**src/rtl/mem_arbiter.sv**
```systemverilog
// mem_arbiter: shares one 512x32 RAM between the fetch (f_*) and load/store
// (d_*) requesters. Each grant runs a fixed WAIT_CYCLES-long strobe window,
// followed by a single-cycle ack with registered read data. Ties go to the
// requester that did not win last time.
//
// Handshake: a requester raises req with we/addr/wdata valid and keeps req
// high until it sees its ack pulse. Requests are sampled only in IDLE, and
// the inputs are captured at the grant edge, so they may change afterwards.
// ack is high for exactly one cycle, and rdata is valid during it. req must
// be low by the IDLE cycle after ack, or it counts as a new request.
module mem_arbiter #(
  parameter int ADDR_W      = 9,
  parameter int DATA_W      = 32,
  parameter int WAIT_CYCLES = 1
) (
  input  logic              clock,
  input  logic              clear,
  input  logic              f_req,
  input  logic              f_we,
  input  logic [ADDR_W-1:0] f_addr,
  input  logic [DATA_W-1:0] f_wdata,
  output logic [DATA_W-1:0] f_rdata,
  output logic              f_ack,
  input  logic              d_req,
  input  logic              d_we,
  input  logic [ADDR_W-1:0] d_addr,
  input  logic [DATA_W-1:0] d_wdata,
  output logic [DATA_W-1:0] d_rdata,
  output logic              d_ack,
  output logic              ram_read,
  output logic              ram_write,
  output logic [ADDR_W-1:0] ram_address,
  output logic [DATA_W-1:0] ram_wdata,
  input  logic [DATA_W-1:0] ram_rdata,
  output logic              busy,
  output logic [1:0]        dbg_state
);

  localparam int CNT_W = (WAIT_CYCLES > 1) ? $clog2(WAIT_CYCLES) : 1;
  localparam logic [CNT_W-1:0] CNT_LAST = CNT_W'(WAIT_CYCLES - 1);

  typedef enum logic [1:0] {
    IDLE   = 2'd0,
    ACCESS = 2'd1,
    DONE   = 2'd2
  } state_t;

  state_t            state;
  state_t            state_nxt;
  logic [CNT_W-1:0]  counter;
  // last_f is 1 while fetch owns the current/most recent grant, 0 for data.
  logic              last_f;
  logic              we_q;
  logic [ADDR_W-1:0] addr_q;
  logic [DATA_W-1:0] wdata_q;
  logic              grant_f;
  logic              grant_d;
  logic              last_beat;

  // Next-state and grant decision; ties go to the port that did not win last.
  always_comb begin
    state_nxt = state;
    grant_f   = 1'b0;
    grant_d   = 1'b0;
    last_beat = (counter == CNT_LAST);
    case (state)
      IDLE: begin
        if (f_req && (!d_req || !last_f)) begin
          grant_f = 1'b1;
        end else if (d_req) begin
          grant_d = 1'b1;
        end
        if (grant_f || grant_d) begin
          state_nxt = ACCESS;
        end
      end
      ACCESS: begin
        if (last_beat) begin
          state_nxt = DONE;
        end
      end
      DONE:    state_nxt = IDLE;
      default: state_nxt = IDLE;
    endcase
  end

  // State, request capture, beat counter and registered read data.
  always_ff @(posedge clock) begin
    if (clear) begin
      state   <= IDLE;
      counter <= '0;
      last_f  <= 1'b0;
      we_q    <= 1'b0;
      addr_q  <= '0;
      wdata_q <= '0;
      f_rdata <= '0;
      d_rdata <= '0;
    end else begin
      state <= state_nxt;
      if (grant_f) begin
        last_f  <= 1'b1;
        we_q    <= f_we;
        addr_q  <= f_addr;
        wdata_q <= f_wdata;
        counter <= '0;
      end else if (grant_d) begin
        last_f  <= 1'b0;
        we_q    <= d_we;
        addr_q  <= d_addr;
        wdata_q <= d_wdata;
        counter <= '0;
      end
      if (state == ACCESS) begin
        counter <= counter + CNT_W'(1);
        if (last_beat && !we_q) begin
          if (last_f) begin
            f_rdata <= ram_rdata;
          end else begin
            d_rdata <= ram_rdata;
          end
        end
      end
    end
  end

  // RAM strobes only in ACCESS; the bus is zeroed otherwise so Mdatain floats.
  always_comb begin
    ram_read    = (state == ACCESS) && !we_q;
    ram_write   = (state == ACCESS) && we_q;
    ram_address = (state == ACCESS) ? addr_q  : '0;
    ram_wdata   = (state == ACCESS) ? wdata_q : '0;
    f_ack       = (state == DONE) && last_f;
    d_ack       = (state == DONE) && !last_f;
    busy        = (state != IDLE);
    dbg_state   = state;
  end

endmodule

```
**config.mk**
```make
export PLATFORM = sky130hd
export DESIGN_NAME = mem_arbiter
export DESIGN_NICKNAME = d
export VERILOG_FILES = /design/src/rtl/mem_arbiter.sv
export SDC_FILE = /design/constraint.sdc
export NUM_CORES = 1
export LEC_CHECK = 0
export ABC_AREA = 1
export BUFFER_PORTS_ARGS = -buffer_cell sky130_fd_sc_hd__buf_4
export CORE_MARGIN = 5
export CORE_UTILIZATION = 52
export DETAILED_ROUTE_END_ITERATION = 6
export PLACE_DENSITY = 0.95
export SYNTH_ARGS = -nofsm -noshare
export SYNTH_HDL_FRONTEND = slang
export SYNTH_SLANG_ARGS = --single-unit
```
**constraint.sdc**
```tcl
create_clock -name clock -period 2.35 [get_ports clock]
set_clock_uncertainty 0.15 [all_clocks]
set_input_delay 0 -clock clock [delete_from_list [all_inputs] [get_ports clock]]
set_output_delay 0 -clock clock [all_outputs]
set_load 0.01 [all_outputs]
```
==> flow_metrics.env <==
export IMPL_fp_dieH_um=113.7
export IMPL_maxSlewHeadroom_pct=66.64
export IMPL_grt_max_degree=48
export IMPL_critPathMaxStageDelay_ns=0.60
export IMPL_hp_start="f_req"
export IMPL_grt_ovfl_total=0
export IMPL_timing_fmax_mhz=448.6
export IMPL_timing_rr_start="dbg_state[1]"
export IMPL_syn_area_um2=5593
export IMPL_clock_sinks=110
export IMPL_cts_reportedPaths_clkPinSlew_ns=0.11
export IMPL_rows=37
export IMPL_num_vias=7425
export IMPL_finalSetupTns_ns=0
export IMPL_r2r_end="wdata_q[27]"
export IMPL_p_leak_uw=0.004514
export IMPL_ir_worst_vdd_mv=0.4355
export IMPL_core_um2=10420
export IMPL_synth_cell_types=18
export IMPL_crit_start="dbg_state[1]"
export IMPL_remaining_drc_errors=0
export IMPL_tightest_slew_ns=0.4992
export IMPL_yosysTopAreaCellShare_pct=39.37
export IMPL_endpoint_kind="flip-flop"
export IMPL_start_util_pct=53.69
export IMPL_setup_ws_ns=0.1209
export IMPL_seq_area_frac_synth_pct=39.37
export IMPL_io_buffers=231
export IMPL_syn_avg_cell_area_um2=6.385
export IMPL_hpwl_um=12190
export IMPL_mostFrequentLayoutCell="buf_4"
export IMPL_drtIter0Drc=931
export IMPL_min_to="last_f"
export IMPL_viasPerCell=5.587
export IMPL_path_cells="nor2_4 -> nand3_1 -> buf_6 -> nand2_1 -> nand3_1 -> dlygate4sd3_1 -> nand2_1"
export IMPL_drive_gt1_share_pct=22.90
export IMPL_post_route_period_util_pct=94.86
export IMPL_synth_area_leaders="dfxtp_1 39%, nand4_1 12%, nor2_1 12%"
export IMPL_outcome="completed"
export IMPL_period_needed_ns=2.229
export IMPL_arrival_ns=2.33
export IMPL_ctsRootBufferMaster="clkbuf_8"
export IMPL_wl_per_cell_um=17.14
export IMPL_finalMaxSlewViolations=0
export IMPL_hp_class="in2reg"
export IMPL_hold_viol_final=0
export IMPL_slowest_stage="dlygate4sd3_1"
export IMPL_first_pass_iters=6
export IMPL_worst_skew_pair_late_latency_ns=0.36
export IMPL_cts_max_level=3
export IMPL_grt_pass1_wl_um=36090
export IMPL_finalNetCount=1307
export IMPL_clk_path_buf_depth=2
export IMPL_dieArea_um2=12930
export IMPL_gp_congestion=0.8272
export IMPL_syn_to_final_growth_pct=55.95
export IMPL_min_path_cells=3
export IMPL_worstSetupPathType="reg2reg"
export IMPL_synth_seq_cells=110
export IMPL_syn_instance_count=876
export IMPL_ios=232
export IMPL_rsz0062_at_grt="false"
export IMPL_crit_fanout=42
export IMPL_place_worst_setup_slack_ns=0.3896
export IMPL_cp_start_kind="flip-flop"
export IMPL_grt_pass1_vias=7288
export IMPL_synth_largest_area_cell="dfxtp_1"
export IMPL_final_core_util_pct=83.74
export IMPL_wl_um=22780
export IMPL_fp_dieW_um=113.7
export IMPL_p_per_area_nw_per_um2=555.7
export IMPL_cts_buffers=9
export IMPL_antenna_left=0
export IMPL_setup_viol=0
export IMPL_syn_num_nets=996
export IMPL_cts_tree="built"
export IMPL_maxCapViolations=0
export IMPL_mostFrequentLayoutCells="244 x buf_4, 172 x nor2_1, 165 x inv_1"
export IMPL_cp_required_ns=2.46
export IMPL_r2r_slack_ns=0.12
export IMPL_ff2ff_path_depth=7
export IMPL_synth_yosys_warnings=0
export IMPL_grtUsageTotal_pct=34.34
export IMPL_antenna_found_initial=1
registers in the layout, summed over array words and instances (netlist names):
name       flops
we_q           1
last_f         1
addr_q         9
wdata_q       32
dbg_state      2
d_rdata       32
counter        1
f_rdata       32
what timing repair did:
item / in CTS / in global routing
endpoints found under the hold margin: 109 / 0
setup endpoints to repair: 0 / 46
setup buffers: 0 / 2
resized for setup: 0 / 5
hold buffers: 118 / 0
stage by stage:
stage,cell area (um^2),total power (uW),instances,hold WS (ns)
after detailed placement,7316,3450,1192,0.08856
after global routing,8722,5073,1329,0.1074
final,8722,4847,1329,0.08170
after floorplan,5593,2926,876,-0.08093
after CTS,8692,4732,1326,0.02036
after global placement,7316,3407,1192,0.08517
cells by family after synthesis:
| family | after synthesis | synth area share [%] |
|---|---|---|
| AOI/OAI and AO/OA | 3 | 0.2909 |
| buffers and inverters | 235 | 17.49 |
| DFF | 110 | 39.37 |
| and+or+nand+nor | 528 | 42.84 |
routing by layer:
metal | up-vias | GRT usage [%] | routed length, um
li1 | 3340 | - | -
met1 | 3369 | 38.35 | 7780
met2 | 595 | 59.56 | 11080
met3 | 121 | 9.814 | 2742
met4 | 0 | 17.23 | 1173
met5 | - | 0 | 0
worst max path at each step:
stage	to	cells after the start
floorplan	d_rdata[0]	7
global placement	ram_wdata[29]	5
detailed placement	f_rdata[6]	7
CTS	ram_wdata[27]	5
global route	ram_wdata[11]	5
finish	wdata_q[27]	7
critical path: cells and delay by family, from the launching register on:
kind          cells  cell delay [ns]
flops             1             0.47
simple gates      5             0.57
buf+inv           2             0.94
cell usage after synthesis:
cell type  count
buf_6          6
buf_4          9
nor3_1         2
nor2_1       173
clkbuf_1      26
nor2_4         5
o22ai_1        1
clkinv_1       1
dfxtp_1      110
a21oi_1        2
buf_2         14
nand2_1      156
nand2_2        1
nand3_1       85
inv_2          2
nand4_1      106
inv_1        165
buf_1         12
where the power goes:
| group | switching (uW) | total (uW) | internal (uW) |
|---|---|---|---|
| Clock | 716 | 1130 | 419 |
| Combinational | 855 | 1540 | 688 |
| Sequential | 123 | 2170 | 2050 |
final cells by class:
| class | count | area (um^2) |
|---|---|---|
| antenna | 1 | 2.502 |
| clock buffer | 10 | 127.6 |
| clock inverter | 6 | 67.56 |
| fill | 574 | 1694 |
| inverter | 168 | 636.9 |
| multi-input combinational | 531 | 2420 |
| sequential | 110 | 2202 |
| tap | 136 | 170.2 |
| timing repair buffer | 367 | 3095 |
Power figures use the tool's default switching activity.
